## src/rtl/display_pkg.sv

```systemverilog
// Shared constants for the 4-digit common-anode scanner: active-low segment
// patterns {g,f,e,d,c,b,a} and anode helpers.
package display_pkg;

    localparam int NUM_DIGITS = 4;

    localparam logic [6:0] SEG_BLANK  = 7'b1111111;
    localparam logic [6:0] SEG_DASH   = 7'b0111111;
    localparam logic [3:0] ANODES_OFF = 4'b1111;

    localparam logic [6:0] SEG_0 = 7'b1000000;
    localparam logic [6:0] SEG_1 = 7'b1111001;
    localparam logic [6:0] SEG_2 = 7'b0100100;
    localparam logic [6:0] SEG_3 = 7'b0110000;
    localparam logic [6:0] SEG_4 = 7'b0011001;
    localparam logic [6:0] SEG_5 = 7'b0010010;
    localparam logic [6:0] SEG_6 = 7'b0000010;
    localparam logic [6:0] SEG_7 = 7'b1111000;
    localparam logic [6:0] SEG_8 = 7'b0000000;
    localparam logic [6:0] SEG_9 = 7'b0010000;

    typedef logic [3:0] bcd_t;

    // Active-low one-hot anode pattern for scan position idx (an[0] = units).
    function automatic logic [3:0] anode_select_n(input logic [1:0] idx);
        logic [3:0] onehot;
        onehot      = 4'b0000;
        onehot[idx] = 1'b1;
        return ~onehot;
    endfunction

endpackage

```

## src/rtl/bcd_to_7seg.sv

```systemverilog
// Combinational BCD to active-low 7-segment decoder; codes 10..15 show a dash.
module bcd_to_7seg
    import display_pkg::*;
(
    input  logic [3:0] i_code,
    output logic [6:0] o_seg
);

    always_comb begin
        o_seg = SEG_DASH;
        case (i_code)
            4'd0:    o_seg = SEG_0;
            4'd1:    o_seg = SEG_1;
            4'd2:    o_seg = SEG_2;
            4'd3:    o_seg = SEG_3;
            4'd4:    o_seg = SEG_4;
            4'd5:    o_seg = SEG_5;
            4'd6:    o_seg = SEG_6;
            4'd7:    o_seg = SEG_7;
            4'd8:    o_seg = SEG_8;
            4'd9:    o_seg = SEG_9;
            default: o_seg = SEG_DASH;
        endcase
    end

endmodule

```

## src/rtl/display_scan_7seg.sv

```systemverilog
// Time-multiplexed 4-digit 7-segment driver with frame-coherent snapshots,
// leading-zero blanking, a one-cycle ghost guard per slot and a mode dp.
module display_scan_7seg
    import display_pkg::*;
#(
    parameter int PRESCALE = 50000,
    parameter int CNT_W    = 16
) (
    input  logic       clk,
    input  logic       reset,
    input  logic [3:0] r0,
    input  logic [3:0] r1,
    input  logic [3:0] r2,
    input  logic [3:0] r3,
    input  logic       mode,
    output logic [3:0] an,
    output logic [6:0] seg,
    output logic       dp
);

    logic [CNT_W-1:0] r_cnt;
    logic [1:0]       r_idx;
    bcd_t             r_snap [NUM_DIGITS];
    logic             r_snap_mode;
    logic [3:0]       r_an;
    logic [6:0]       r_seg;
    logic             r_dp;

    bcd_t             w_in [NUM_DIGITS];
    logic             w_tick;
    logic             w_frame_end;
    logic [NUM_DIGITS-1:0] w_zero;
    logic [NUM_DIGITS-1:0] w_blank;
    bcd_t             w_digit;
    logic [6:0]       w_seg_dec;
    logic [6:0]       w_seg_sel;

    assign w_in[0] = r0;
    assign w_in[1] = r1;
    assign w_in[2] = r2;
    assign w_in[3] = r3;

    assign w_tick      = (r_cnt == CNT_W'(PRESCALE - 1));
    assign w_frame_end = w_tick && (r_idx == 2'd3);

    // Prescaler and scan index.
    always_ff @(posedge clk or posedge reset) begin
        if (reset) begin
            r_cnt <= '0;
            r_idx <= 2'd0;
        end else if (w_tick) begin
            r_cnt <= '0;
            r_idx <= r_idx + 2'd1;
        end else begin
            r_cnt <= r_cnt + CNT_W'(1);
        end
    end

    // All digits and mode are captured on the same edge so a frame never mixes values.
    generate
        for (genvar gi = 0; gi < NUM_DIGITS; gi++) begin : g_snap
            always_ff @(posedge clk or posedge reset) begin
                if (reset) begin
                    r_snap[gi] <= '0;
                end else if (w_frame_end) begin
                    r_snap[gi] <= w_in[gi];
                end
            end
            assign w_zero[gi] = (r_snap[gi] == 4'd0);
        end
    endgenerate

    always_ff @(posedge clk or posedge reset) begin
        if (reset) begin
            r_snap_mode <= 1'b0;
        end else if (w_frame_end) begin
            r_snap_mode <= mode;
        end
    end

    // A digit blanks only if it and every digit to its left are zero; codes
    // 10..15 compare non-zero, so they stop blanking naturally.
    assign w_blank[NUM_DIGITS-1] = w_zero[NUM_DIGITS-1];
    generate
        for (genvar gi = 1; gi < NUM_DIGITS - 1; gi++) begin : g_blank
            assign w_blank[gi] = w_zero[gi] && w_blank[gi+1];
        end
    endgenerate
    assign w_blank[0] = 1'b0;

    assign w_digit = r_snap[r_idx];

    bcd_to_7seg u_dec (
        .i_code (w_digit),
        .o_seg  (w_seg_dec)
    );

    assign w_seg_sel = w_blank[r_idx] ? SEG_BLANK : w_seg_dec;

    // Registered outputs; the tick cycle turns all anodes off to hide ghosting.
    always_ff @(posedge clk or posedge reset) begin
        if (reset) begin
            r_an  <= ANODES_OFF;
            r_seg <= SEG_BLANK;
            r_dp  <= 1'b1;
        end else if (w_tick) begin
            r_an  <= ANODES_OFF;
            r_seg <= SEG_BLANK;
            r_dp  <= 1'b1;
        end else begin
            r_an  <= anode_select_n(r_idx);
            r_seg <= w_seg_sel;
            r_dp  <= ~((r_idx == 2'd0) && r_snap_mode);
        end
    end

    assign an  = r_an;
    assign seg = r_seg;
    assign dp  = r_dp;

endmodule
```

## config.mk

```make
export PLATFORM = sky130hd
export DESIGN_NAME = display_scan_7seg
export DESIGN_NICKNAME = d
export VERILOG_FILES = /design/src/rtl/display_pkg.sv /design/src/rtl/bcd_to_7seg.sv /design/src/rtl/display_scan_7seg.sv
export SDC_FILE = /design/constraint.sdc
export NUM_CORES = 1
export LEC_CHECK = 0
export CORE_ASPECT_RATIO = 0.6
export CORE_MARGIN = 2
export CORE_UTILIZATION = 30
export CTS_BUF_LIST = sky130_fd_sc_hd__clkbuf_16
export DETAILED_ROUTE_END_ITERATION = 16
export GPL_TIMING_DRIVEN = 0
export PLACE_DENSITY_LB_ADDON = 0.1
export SKIP_LAST_GASP = 1
export SYNTH_ARGS = -nofsm -noshare
export SYNTH_HDL_FRONTEND = slang
export SYNTH_SLANG_ARGS = --single-unit
```

## constraint.sdc

```tcl
create_clock -name clk -period 2 [get_ports clk]
set_clock_uncertainty 0.1 [all_clocks]
set_input_delay 0.5 -clock clk [delete_from_list [all_inputs] [get_ports clk]]
set_output_delay 0.5 -clock clk [all_outputs]
set_load 0.02 [all_outputs]
```

======== After elaboration in Yosys (flattened, before gate mapping) ========
Memory sizes are Yosys's and may differ from the RTL's.
Index checks and enable logic that the tools add are counted.
operators by class
  mux-type cells .......................... 12
  shift operators ......................... 0
  reductions and logical operators ........ 9
  bitwise gates (word level) .............. 3
  add/subtract/negate cells ............... 2
  multiply operators ...................... 0
  order comparisons ....................... 3
  divide/modulo/power cells ............... 0
  eq/ne operators ......................... 2
operators with widths
  cell                     count
  $add A16 B1 Y16 const B  1
  $eq A16 B16 Y1 const B   1
  $mux W16                 1
  $mux W7                  2
  $logic_not A4 Y1         3
  $mux W4                  3
  $bmux W4 S2              1
  $logic_and A1 B1 Y1      5
  $not A4 Y4               1
  $ge A3 B3 Y1 const B     1
  $lt A2 B3 Y1 const B     1
  $mux W1                  3
  $not A2 Y3               1
  $add A2 B1 Y2 const B    1
  $bmux W1 S2              1
  $demux W1 S2             1
  $eq A2 B2 Y1 const B     1
  $ge A2 B1 Y1 const B     1
  $logic_not A2 Y1         1
  $not A1 Y1               1
word-level totals
  bits in registers ....................... 47
  logic and storage cells ................. 42
  memories kept ........................... 1
  RAM bits ................................ 0
  output and inout bits ................... 12
  ROM bits ................................ 112
  bits in latches ......................... 0
memories
  memory            words  width  rd ports  clocked after memory_dff  wr ports  RTL line           text
  (name not given)  16     7      1         0                         0         bcd_to_7seg.sv:11  case (i_code)

======== Depth between registers and ports, before layout ========
  word-level depth ........................ 7
  depth in mapped cells ................... 7
  depth with buffers taken out ............ 6

======== Modules after synthesis ========
From an unflattened synthesis, not the netlist that was laid out.
second synthesis, totals
  cells, all modules ...................... 189
  area, all modules ....................... 2,319.7 µm²
by module, submodules not included
  module             instances  area each (µm²)  cells each
  display_scan_7seg  1          2,079.5          158
  bcd_to_7seg        1          240.2            31

======== Worst setup path before layout ========
OpenSTA, ideal clock, no wires.
  path type ............................... reg2reg
  start ................................... register r_idx[0]
  end ..................................... register r_seg[4], in the netlist seg[4]
  buffers on the path ..................... 1
  slack ................................... -46 ps
  stages on the path, launching flop included .. 8
  arrival ................................. 1,855 ps
  path through ............................ dfrtp_1 -> buf_2 -> mux4_2 -> inv_1 -> ha_1 -> nor3_1 -> a2111oi_0 -> o21ai_0
between the ends
  longest elaborated chain between the ends .. 7
  elaborated cells between the ends (all ways) .. 9
ends and longest elaborated chain
  item                                         RTL line                  text
  start: declaration                           display_scan_7seg.sv:22   logic [1:0] r_idx;
  start signal: assignment                     display_scan_7seg.sv:53   r_idx <= r_idx + 2'd1;
  $not A2 Y3 (not written as such)             display_scan_7seg.sv:91   assign w_digit = r_snap[r_idx];
  $bmux W4 S2                                  display_scan_7seg.sv:91
  $mux W4 (not written as such) (2 in series)  display_scan_7seg.sv:91
  $mem_v2 Z16 W7                               --
  $mux W7 *                                    display_scan_7seg.sv:98   assign w_seg_sel = w_blank[r_idx] ? SEG_BLANK : w_seg_dec;
  $mux W7 *                                    display_scan_7seg.sv:106  end else if (w_tick) begin
  end signal: assignment                       display_scan_7seg.sv:112  r_seg <= w_seg_sel;
  end: declaration                             display_scan_7seg.sv:26   logic [6:0] r_seg;
Mark *: on every way between the ends. The rest lies on a longest branch, timed or not. The select of a mux whose other input is x is not followed.
A chain may end at the register's enable or synchronous reset.

======== Worst setup path in the final report ========
Ends and elaborated chain as after synthesis.

==> impl_results.rst <==
.. list-table::
   :header-rows: 1

   * - Metric
     - Value
   * - Avg Synthesized Cell Area
     - 12.42 µm²
   * - Number of buffers on the longest clock path
     - 2
   * - Antenna violations before repair
     - 0
   * - Sequential-to-total area share from yosys stat
     - 0.5185
   * - Initial DRC count
     - 55
   * - RSZ-0062 raised after global routing
     - true
   * - Max-slew violation count
     - 0
   * - Total leakage power
     - 1.367 nW
   * - Count of pins on the block boundary
     - 31
   * - Run status
     - completed
   * - Clock tree from TritonCTS
     - done
   * - H-tree level count
     - 2
   * - Diodes inserted
     - 0
   * - Startpoint-to-endpoint class of the critical path
     - flop to flop
   * - Clk Tree Root Cell
     - sky130_fd_sc_hd__clkbuf_16
   * - Count of buffers from port buffering
     - 30
   * - Die X
     - 117.0 µm
   * - Category of cells accounting for the largest share of critical-path delay
     - multiplexers
   * - Comb power frac
     - 0.095
   * - Number of global-route vias before repair
     - 1541
   * - First-pass GRT wire length
     - 8.079 mm
   * - Site Rows
     - 24
   * - Maximum number of pins on one net before global-route repair
     - 42
   * - Switching share of power
     - 0.2191
   * - First-pass iteration count of the detailed router
     - 4
   * - Time the final worst path needs with I/O delays and setup
     - 1.959 ns
   * - Clock transition at the registers of the reported paths
     - 0.06 ns
   * - Synth unique cells
     - 37
   * - Max Clk Rate
     - 0.5104 GHz
   * - Global placer's final weighted congestion
     - 0.7467
   * - Die area
     - 8396 µm²
   * - Layout area overhead
     - 35.40%
   * - Core area
     - 7327 µm²
   * - Number of DRC violations after detailed routing
     - 0
   * - Net switching power of the design
     - 0.4330 mW
   * - Final hold slack
     - 0.3325 ns
   * - Int Power
     - 1.543 mW
   * - Share of the clock period used by the worst path
     - 0.9797
   * - Final Power
     - 1.977 mW
   * - Proportion of layout cells with a drive suffix above 1
     - 0.3067
   * - Type of element capturing the critical path
     - flop
   * - Nature of the critical path startpoint
     - flop
   * - Share of flip-flops with an asynchronous set or reset after synthesis
     - 1.000
   * - Final core area utilization
     - 0.4245
   * - Num Clock Sinks
     - 47
   * - Vias per cell
     - 4.401
   * - Total nets after synthesis
     - 215
   * - Placed wire-length estimate
     - 3.450 mm
   * - Worst skew pair latency
     - 0.28 ns
   * - Max-cap violations
     - 0
   * - Die height
     - 71.78 µm
   * - Count of warnings emitted by yosys
     - 0
   * - Worst min path class
     - input port to async pin
   * - Flip-flop and latch count after synthesis
     - 47
   * - Peak fanout along the critical path
     - 4
   * - Final net count
     - 267
   * - Final setup fails
     - 0
   * - Fraction of power consumed by sequential logic
     - 0.509
   * - Fillers
     - 723
   * - Clock network power share
     - 0.395
   * - Post-detailed-route count of antenna-violating nets
     - 0
   * - GR Util All Layers
     - 0.1276
   * - Final-layout setup total negative slack
     - 0 ns
   * - CP Cell Sequence
     - buf_6 -> mux4_2 -> inv_2 -> ha_4 -> nor3_4 -> a2111oi_4 -> o21ai_1
   * - Routed Wire Length
     - 4.874 mm
   * - Pwr Density
     - 635.4 nW/µm²
   * - Biggest cell delay along the critical path
     - 0.55 ns
   * - Worst-margin pin slew
     - 0.3630 ns
   * - Starting density of the core
     - 0.3135
   * - Number of enable flip-flop cells after synthesis
     - 0
   * - Most used flip-flop cell after synthesis
     - sky130_fd_sc_hd__dfrtp_1
   * - Endpoints failing hold
     - 0
   * - Overall overflow remaining after global route
     - 0
   * - Synth Cell Area
     - 2297 µm²
   * - Crit path max-delay cell type
     - sky130_fd_sc_hd__mux4_2
   * - Post-synthesis instance total
     - 185
   * - Required time reported for the critical path endpoint
     - 2.10 ns
   * - Vias post-DR
     - 1505
   * - Buffers & Inverters on Critical Path
     - 2
   * - VDD IR max
     - 0.2734 mV
   * - TritonCTS buffer count
     - 5
   * - Inst Count DP
     - 320
   * - Final cell count without fillers
     - 342
   * - Worst max-slew margin expressed relative to the limit
     - 0.7580
   * - Wire length per cell
     - 14.25 µm
   * - Signal arrival time at the worst endpoint
     - 2.06 ns
## final cells by class
cell class              count  area (µm²)  share of cell area
multi-input cells         124        1121              0.3604
plain buffers               4       46.29             0.01488
clock buffers               5       125.1             0.04023
clock inverters             3       11.26            0.003620
repair buffers             45       447.9              0.1440
inverters                  10       37.54             0.01207
well taps                 104       130.1             0.04183
flip-flops and latches     47        1191              0.3829
## cells in the final DEF, fill, tap and decap left out, types with 7 or more instances in the layout
master                             n
sky130_fd_sc_hd__nor2_1           12
sky130_fd_sc_hd__dfstp_2          12
sky130_fd_sc_hd__mux2_4           10
sky130_fd_sc_hd__dlymetal6s2s_1    8
sky130_fd_sc_hd__ha_1              9
sky130_fd_sc_hd__clkdlybuf4s50_1  18
sky130_fd_sc_hd__buf_4            13
sky130_fd_sc_hd__inv_1             9
sky130_fd_sc_hd__dfrtp_1          35
sky130_fd_sc_hd__xnor2_1          10
sky130_fd_sc_hd__nand2_1          11
sky130_fd_sc_hd__mux2_2            7
## power by group through the flow
stage / registers, mW / clock network [mW] / logic [mW]
2_1_floorplan: 1.04 / 0 / 0.0696
3_3_place_gp: 1.02 / 0 / 0.165
3_5_place_dp: 1.02 / 0 / 0.170
4_1_cts: 1.01 / 0.809 / 0.186
5_1_grt: 1.01 / 0.849 / 0.207
6_report: 1.01 / 0.782 / 0.188
## timing repair
| action | CTS | global route |
|---|---|---|
| endpoints found under the setup margin | 20 | 29 |
| hold buffers | 0 | 0 |
| pin swaps | 4 | 4 |
| gates resized for setup | 16 | 20 |
| buffers inserted | 11 | 4 |
## sequential cells by signal, indices dropped and copies added, names as in the netlist
signal and flops:
an 4, dp 1, r_cnt 16, r_idx 2, r_snap 16, r_snap_mode 1, seg 7
## per-stage QoR
stage / setup WS, ns / instance area [µm²]
2_1_floorplan: 0.01804 / 2300
6_report: 0.04062 / 3110
5_1_grt: -0.06025 / 3110
3_5_place_dp: -0.3256 / 2750
4_1_cts: -0.003962 / 3017
3_3_place_gp: -0.7559 / 2730
## cell families (layout without fill, tap and decap cells)
| logic type | count (synthesis) | after routing | share of synthesized area |
|---|---|---|---|
| flip-flops | 47 | 47 | 0.5185 |
| buffers and inverters | 14 | 67 | 0.02778 |
| AND/OR/NAND/NOR | 58 | 58 | 0.1454 |
| XOR/XNOR | 13 | 13 | 0.04956 |
| adder cells (fa/ha/maj) | 11 | 11 | 0.05991 |
| multiplexers | 23 | 23 | 0.1476 |
| AO/OA/AOI/OAI | 19 | 19 | 0.05120 |
## layer usage
metal	vias to the layer above	share of wire	GRT usage
met5	-	0	0
met4	0	0.011	0.04444
met3	5	0.035	0.03553
met2	31	0.35	0.1426
met1	713	0.60	0.2190
li1	756	-	-
## Yosys cell counts (2+ instances only)
cell | number | share of area
sky130_fd_sc_hd__a21oi_1 | 4 | 0.0087
sky130_fd_sc_hd__buf_2 | 3 | 0.0065
sky130_fd_sc_hd__dfrtp_1 | 35 | 0.38
sky130_fd_sc_hd__dfstp_2 | 12 | 0.14
sky130_fd_sc_hd__ha_1 | 11 | 0.060
sky130_fd_sc_hd__inv_1 | 10 | 0.016
sky130_fd_sc_hd__mux2_2 | 7 | 0.034
sky130_fd_sc_hd__mux2_4 | 10 | 0.065
sky130_fd_sc_hd__mux2i_1 | 2 | 0.0087
sky130_fd_sc_hd__mux4_2 | 4 | 0.039
sky130_fd_sc_hd__nand2_1 | 11 | 0.018
sky130_fd_sc_hd__nand2b_1 | 2 | 0.0054
sky130_fd_sc_hd__nand3_1 | 6 | 0.013
sky130_fd_sc_hd__nand4_1 | 4 | 0.011
sky130_fd_sc_hd__nand4b_1 | 2 | 0.0076
sky130_fd_sc_hd__nor2_1 | 12 | 0.020
sky130_fd_sc_hd__nor3_1 | 6 | 0.013
sky130_fd_sc_hd__nor4_1 | 4 | 0.011
sky130_fd_sc_hd__o21ai_0 | 9 | 0.020
sky130_fd_sc_hd__o21bai_1 | 2 | 0.0065
sky130_fd_sc_hd__or4_1 | 2 | 0.0065
sky130_fd_sc_hd__xnor2_1 | 10 | 0.038
sky130_fd_sc_hd__xor2_1 | 3 | 0.011
## path summary, 6_finish.rpt
path / endpoint / cells after the start / slack, ns / from
max: seg[4] / 7 / 0.04 / r_idx[0]
min reg2reg: dp / 1 / 0.35 / r_snap_mode
min: r_cnt[13] / 2 / 0.33 / reset
max reg2reg: seg[4] / 7 / 0.04 / r_idx[0]
max in group asynchronous: an[2] / 3 / 0.95 / reset
min in group clk: dp / 1 / 0.35 / r_snap_mode
No activity file was read; power rests on OpenSTA's default activity.
==> RTL edit 1, RTL diff (same flow settings) <==
Change the parameter `CNT_W` from 16 to 18.
--- a/src/rtl/display_scan_7seg.sv
+++ b/src/rtl/display_scan_7seg.sv
@@ -4,7 +4,7 @@
     import display_pkg::*;
 #(
     parameter int PRESCALE = 50000,
-    parameter int CNT_W    = 16
+    parameter int CNT_W    = 18
 ) (
     input  logic       clk,
     input  logic       reset,
Function: no difference found for any inputs over 10 cycles, from zero or initial values and one cycle with reset high; that may be too few to reach the edited logic, so the function may still have changed.
==> RTL edit 1 against the unedited design <==
Clock power grew 22%; power is 10% higher; design area rose by 1.0%; synthesized area is 4.2% higher; setup slack lost 37 ps; sequential cell count rose by 2; die area grew 4.1%; highest routed layer unchanged; largest power group unchanged; wire length is 7.9% higher.
==> RTL edit 1: results (changes against the unedited design) <==
antenna violations before repair=0 (unchanged); Post-synth top flop=dfrtp_1 (unchanged); Final GP Congestion=0.7228 (was 0.7467); number of global-route vias before repair=1518 (was 1541); diode count=0 (unchanged); worst stage delay on the critical path=600 ps (was 550 ps); first-pass GRT wire length=8342 microns (was 8079 microns); Net Count, Synth=223 (was 215); FFs w/ async S/R, synth=1.000 (unchanged); share of layout cells above drive strength 1=0.2857 (was 0.3067); synth top area cells=dfrtp_1 (39%), dfstp_2 (13%), mux2_4 (6.3%), ha_1 (5.7%), xnor2_1 (4.4%) (was dfrtp_1 (38%), dfstp_2 (14%), mux2_4 (6.5%), ha_1 (6.0%), mux4_2 (3.9%)); Largest Register=r_cnt; Seq/Total Area, Yosys=0.5183 (was 0.5185); CP arrival=2100 ps (was 2060 ps); dpl cell area=2856 sq um (was 2750 sq um); total routed wirelength=5258 microns (was 4874 microns); Placed Cells=332 (was 320); H-tree levels=2 (unchanged); Clk pin slew, worst setup/hold paths=70 ps; Critical Path Fanout Max=8 (was 4); hpwl dp=3717 microns (was 3450 microns); Post-Syn Area per Cell=12.41 sq um (was 12.42 sq um); Leak Pwr=1.369 nW (was 1.367 nW); TritonCTS buffer count=5 (unchanged); max reg flops=18; status=finished, final reports clean (unchanged); Worst-Margin Slew=453.4 ps (was 363.0 ps); starting DRC count in detailed routing=89 (was 55); post-place setup slack=-219.3 ps (was -325.6 ps); Post-synth top cells=dfrtp_1 (37), nor2_1 (16), dfstp_2 (12), nand2_1 (12), xnor2_1 (12) (was dfrtp_1 (35), dfstp_2 (12), nor2_1 (12)); first-pass iteration count of the detailed router=4 (unchanged); Syn. warnings=0 (unchanged); post-synthesis cell type count=37 (unchanged); GR Util All Layers=0.1268 (was 0.1276); Final Non-Filler Cells=353 (was 342); HP Class=register to register (was input pin to async pin); clk_lat worst skew=approximately 290 ps; PortBufs=30 (unchanged); nets=274 (was 267); routed via count=1604 (was 1505); CTS Buffer Depth=2 (unchanged); largest net degree at the start of global routing=35 (was 42); slowest CP cell=mux4_2 (unchanged); Max VDD drop=0.2751 mV (was 0.2734 mV); CTS root buffer=clkbuf_16 (unchanged); delay-heaviest family, CP=multiplexers (unchanged)
[RTL edit 1: changes by cell type in the layout (fill, tap and decap cells not counted), sizes merged, moves of 3 or more]
cell,delta
dlygate4sd2,+8
nor2,+6
o21ai,-5
a21o,+3
nand3,+3
and4,+3
dlymetal6s2s,-8
inv,-3
[RTL edit 1: cells by family (layout without fill, tap and decap cells)]
logic type      after synthesis  in the layout  share of synthesized area
compound gates               18             18                    0.05172
xor+xnor                     15             15                    0.05486
fa+ha+maj                    11             11                    0.05747
buf+inv                      11             63                    0.02142
flops                        49             49                     0.5183
mux                          23             23                     0.1416
simple gates                 66             66                     0.1547
[RTL edit 1: final cells by class]
type | count | area, sq um
clock inverter | 3 | 41.29
inverter | 8 | 30.03
buffer | 3 | 38.79
fill | 787 | 4678
multi-input combinational | 133 | 1126
clock buffer | 5 | 125.1
sequential | 49 | 1242
tap | 108 | 135.1
timing repair buffer | 44 | 402.9
[RTL edit 1: per-layer routing]
metal | global-route usage | share of wire | vias to the layer above
met5 | 0 | 0 | -
met4 | 0.04706 | 0.014 | 0
met3 | 0.04219 | 0.044 | 7
met2 | 0.1341 | 0.34 | 27
met1 | 0.2153 | 0.61 | 785
li1 | - | - | 785
[RTL edit 1: what timing repair did]
item / 4_1_cts / 5_1_grt
pin swaps: 4 / 4
setup buffers: 4 / 9
setup endpoints to repair: 28 / 25
gates resized for setup: 17 / 5
[RTL edit 1: through the flow]
stage / TNS (ps) / hold WS [ps]
6_report: 0 / 331.2
4_1_cts: -28.49 / 339.4
5_1_grt: -125.2 / 380.1
3_3_place_gp: -36340 / 329.0
2_1_floorplan: 0 / 299.9
3_5_place_dp: -234.0 / 337.6
[RTL edit 1: path summary, 6_finish.rpt]
kind	startpoint	to	slack, ps	depth (start not counted)
setup / recovery	r_idx[1]$_DFFE_PP0P_	seg[4]$_DFF_PP1_	3	5
hold / removal	r_snap_mode$_DFFE_PP0P_	dp$_DFF_PP1_	330	1
setup reg to reg	r_idx[1]$_DFFE_PP0P_	seg[4]$_DFF_PP1_	3	5
hold reg to reg	r_snap_mode$_DFFE_PP0P_	dp$_DFF_PP1_	330	1
max in group asynchronous	reset	an[2]$_DFF_PP1_	830	3
min in group asynchronous	reset	r_cnt[17]$_DFF_PP0_	390	2
[RTL edit 1: power by group]
part / internal (mW) / leakage (nW) / switching [mW] / total (mW)
Clock: 0.586 / 0.0775 / 0.372 / 0.957
Sequential: 1.03 / 0.587 / 0.0203 / 1.05
Combinational: 0.0908 / 0.704 / 0.0797 / 0.171
Total: 1.71 / 1.37 / 0.472 / 2.18
[RTL edit 1: worst reg2reg max path: stages, from the launching register on]
cell       delay (ps)
dfrtp_1           370
buf_6             110
buf_4             160
mux4_2            600
a2111oi_1         430
o21bai_1          140
==> RTL edit 2, RTL diff (config.mk and constraints unchanged) <==
Without the edit above. Add an input register stage for `r0`, `r1`, `r2`, `r3` and `mode`, without a reset; this delays them by one clock. Comments in the files are not updated.
--- a/src/rtl/display_scan_7seg.sv
+++ b/src/rtl/display_scan_7seg.sv
@@ -18,6 +18,20 @@
     output logic       dp
 );
 
+    logic [3:0] r0_q;
+    logic [3:0] r1_q;
+    logic [3:0] r2_q;
+    logic [3:0] r3_q;
+    logic mode_q;
+
+    always_ff @(posedge clk) begin
+        r0_q   <= r0;
+        r1_q   <= r1;
+        r2_q   <= r2;
+        r3_q   <= r3;
+        mode_q <= mode;
+    end
+
     logic [CNT_W-1:0] r_cnt;
     logic [1:0]       r_idx;
     bcd_t             r_snap [NUM_DIGITS];
@@ -35,10 +49,10 @@
     logic [6:0]       w_seg_dec;
     logic [6:0]       w_seg_sel;
 
-    assign w_in[0] = r0;
-    assign w_in[1] = r1;
-    assign w_in[2] = r2;
-    assign w_in[3] = r3;
+    assign w_in[0] = r0_q;
+    assign w_in[1] = r1_q;
+    assign w_in[2] = r2_q;
+    assign w_in[3] = r3_q;
 
     assign w_tick      = (r_cnt == CNT_W'(PRESCALE - 1));
     assign w_frame_end = w_tick && (r_idx == 2'd3);
@@ -74,7 +88,7 @@
         if (reset) begin
             r_snap_mode <= 1'b0;
         end else if (w_frame_end) begin
-            r_snap_mode <= mode;
+            r_snap_mode <= mode_q;
         end
     end
 
Function: same outputs for any inputs over 10 cycles, from zero or initial values and one cycle with reset high; that may be too few to reach the edited logic, so the function may still have changed.
==> RTL edit 2 against the unedited design <==
Setup slack improved by 5.7 ps; hold slack improved by 1.5 ps; design area grew 16%; synthesized cell count increased by 7.0%; synthesized area increased by 14%; wire length up 12%; sequential cell count rose by 17; critical endpoint is now r_snap[11]$_DFFE_PP0P_.
Power is not compared: it rests on default switching activity, and its combinational part moved more than twofold at a synthesized area within 25%.
==> RTL edit 2: results (changes against the unedited design) <==
vias per cell=4.369 (was 4.401); status=finished, final reports clean (unchanged); TritonCTS buffer count=9 (was 5); post-synthesis cell type count=39 (was 37); Worst-Margin Slew=451.7 ps (was 363.0 ps); Post-Syn Area per Cell=13.26 sq um (was 12.42 sq um); Seq/Total Area, Yosys=0.5834 (was 0.5185); routed via count=1621 (was 1505); first-pass GRT wire length=9135 microns (was 8079 microns); HP Class=register to register (was input pin to async pin); synth top area cells=dfrtp_1 (33%), dfxtp_1 (13%), dfstp_2 (12%), mux2_4 (5.7%), ha_1 (5.2%) (was dfrtp_1 (38%), dfstp_2 (14%), mux2_4 (6.5%), ha_1 (6.0%), mux4_2 (3.9%)); slowest CP cell=dfrtp_1 (was mux4_2); Placed Cells=341 (was 320); FILL cells=790 (was 723); share of layout cells above drive strength 1=0.3012 (was 0.3067); reg-to-reg startpoint=r_cnt[0]$_DFF_PP0_ (was r_idx[0]$_DFFE_PP0P_); hold slack=334.0 ps (was 332.5 ps); clk_lat worst skew=330 ps (was 280 ps); Final GP Congestion=0.7287 (was 0.7467); Net Count, Synth=228 (was 215); GR Util All Layers=0.1280 (was 0.1276); Critical Path Fanout Max=5 (was 4); r2r endpoint=r_snap[11]$_DFFE_PP0P_ (was seg[4]$_DFF_PP1_); starting DRC count in detailed routing=94 (was 55); hpwl dp=3592 microns (was 3450 microns); Post-synth top cells=dfrtp_1 (35), dfxtp_1 (17), nor2_1 (13) (was dfrtp_1 (35), dfstp_2 (12), nor2_1 (12)); FFs w/ async S/R, synth=0.7344 (was 1.000); post-place setup slack=-313.1 ps (was -325.6 ps); largest net degree at the start of global routing=34 (was 42); total routed wirelength=5481 microns (was 4874 microns)
RTL edit 2: kinds of logic after synthesis:
logic type	share of synthesized area
mux	0.1292
compound gates	0.04576
flops	0.5834
buf+inv	0.02574
fa+ha+maj	0.05243
simple gates	0.1201
xor+xnor	0.04337
RTL edit 2: routing by layer:
metal / part of all wire / GRT usage / vias to the layer above
met5: 0 / 0 / -
met4: 0.018 / 0.06404 / 0
met3: 0.051 / 0.04916 / 9
met2: 0.35 / 0.1459 / 40
met1: 0.58 / 0.1989 / 764
li1: - / - / 808
RTL edit 2: layout make-up:
| type | instances | area (sq um) | share of cell area |
|---|---|---|---|
| flip-flops and latches | 64 | 1531 | 0.4241 |
| multi-input cells | 121 | 1085 | 0.3004 |
| repair buffers | 45 | 439.2 | 0.1216 |
| clock buffers | 10 | 250.2 | 0.06930 |
| well taps | 112 | 140.1 | 0.03881 |
| clock inverters | 6 | 80.08 | 0.02218 |
| plain buffers | 5 | 55.05 | 0.01525 |
| inverters | 8 | 30.03 | 0.008316 |
RTL edit 2: worst max path at each step:
stage | start | to | slack (ps)
global route | r_idx[1]$_DFFE_PP0P_ | seg[4]$_DFF_PP1_ | -7
finish | r_cnt[0]$_DFF_PP0_ | r_snap[11]$_DFFE_PP0P_ | 50
global placement | reset | r_snap[0]$_DFFE_PP0P_ | -780
floorplan | r_idx[1]$_DFFE_PP0P_ | seg[4]$_DFF_PP1_ | 6
CTS | r_idx[1]$_DFFE_PP0P_ | seg[4]$_DFF_PP1_ | -50
detailed placement | r_idx[1]$_DFFE_PP0P_ | seg[4]$_DFF_PP1_ | -310
RTL edit 2: repair_timing:
action,in CTS,in global routing
gates cloned,1,0
setup buffers,9,4
setup endpoints to repair,28,8
pin swaps,5,2
gates resized for setup,22,6
hold endpoints to repair,0,0
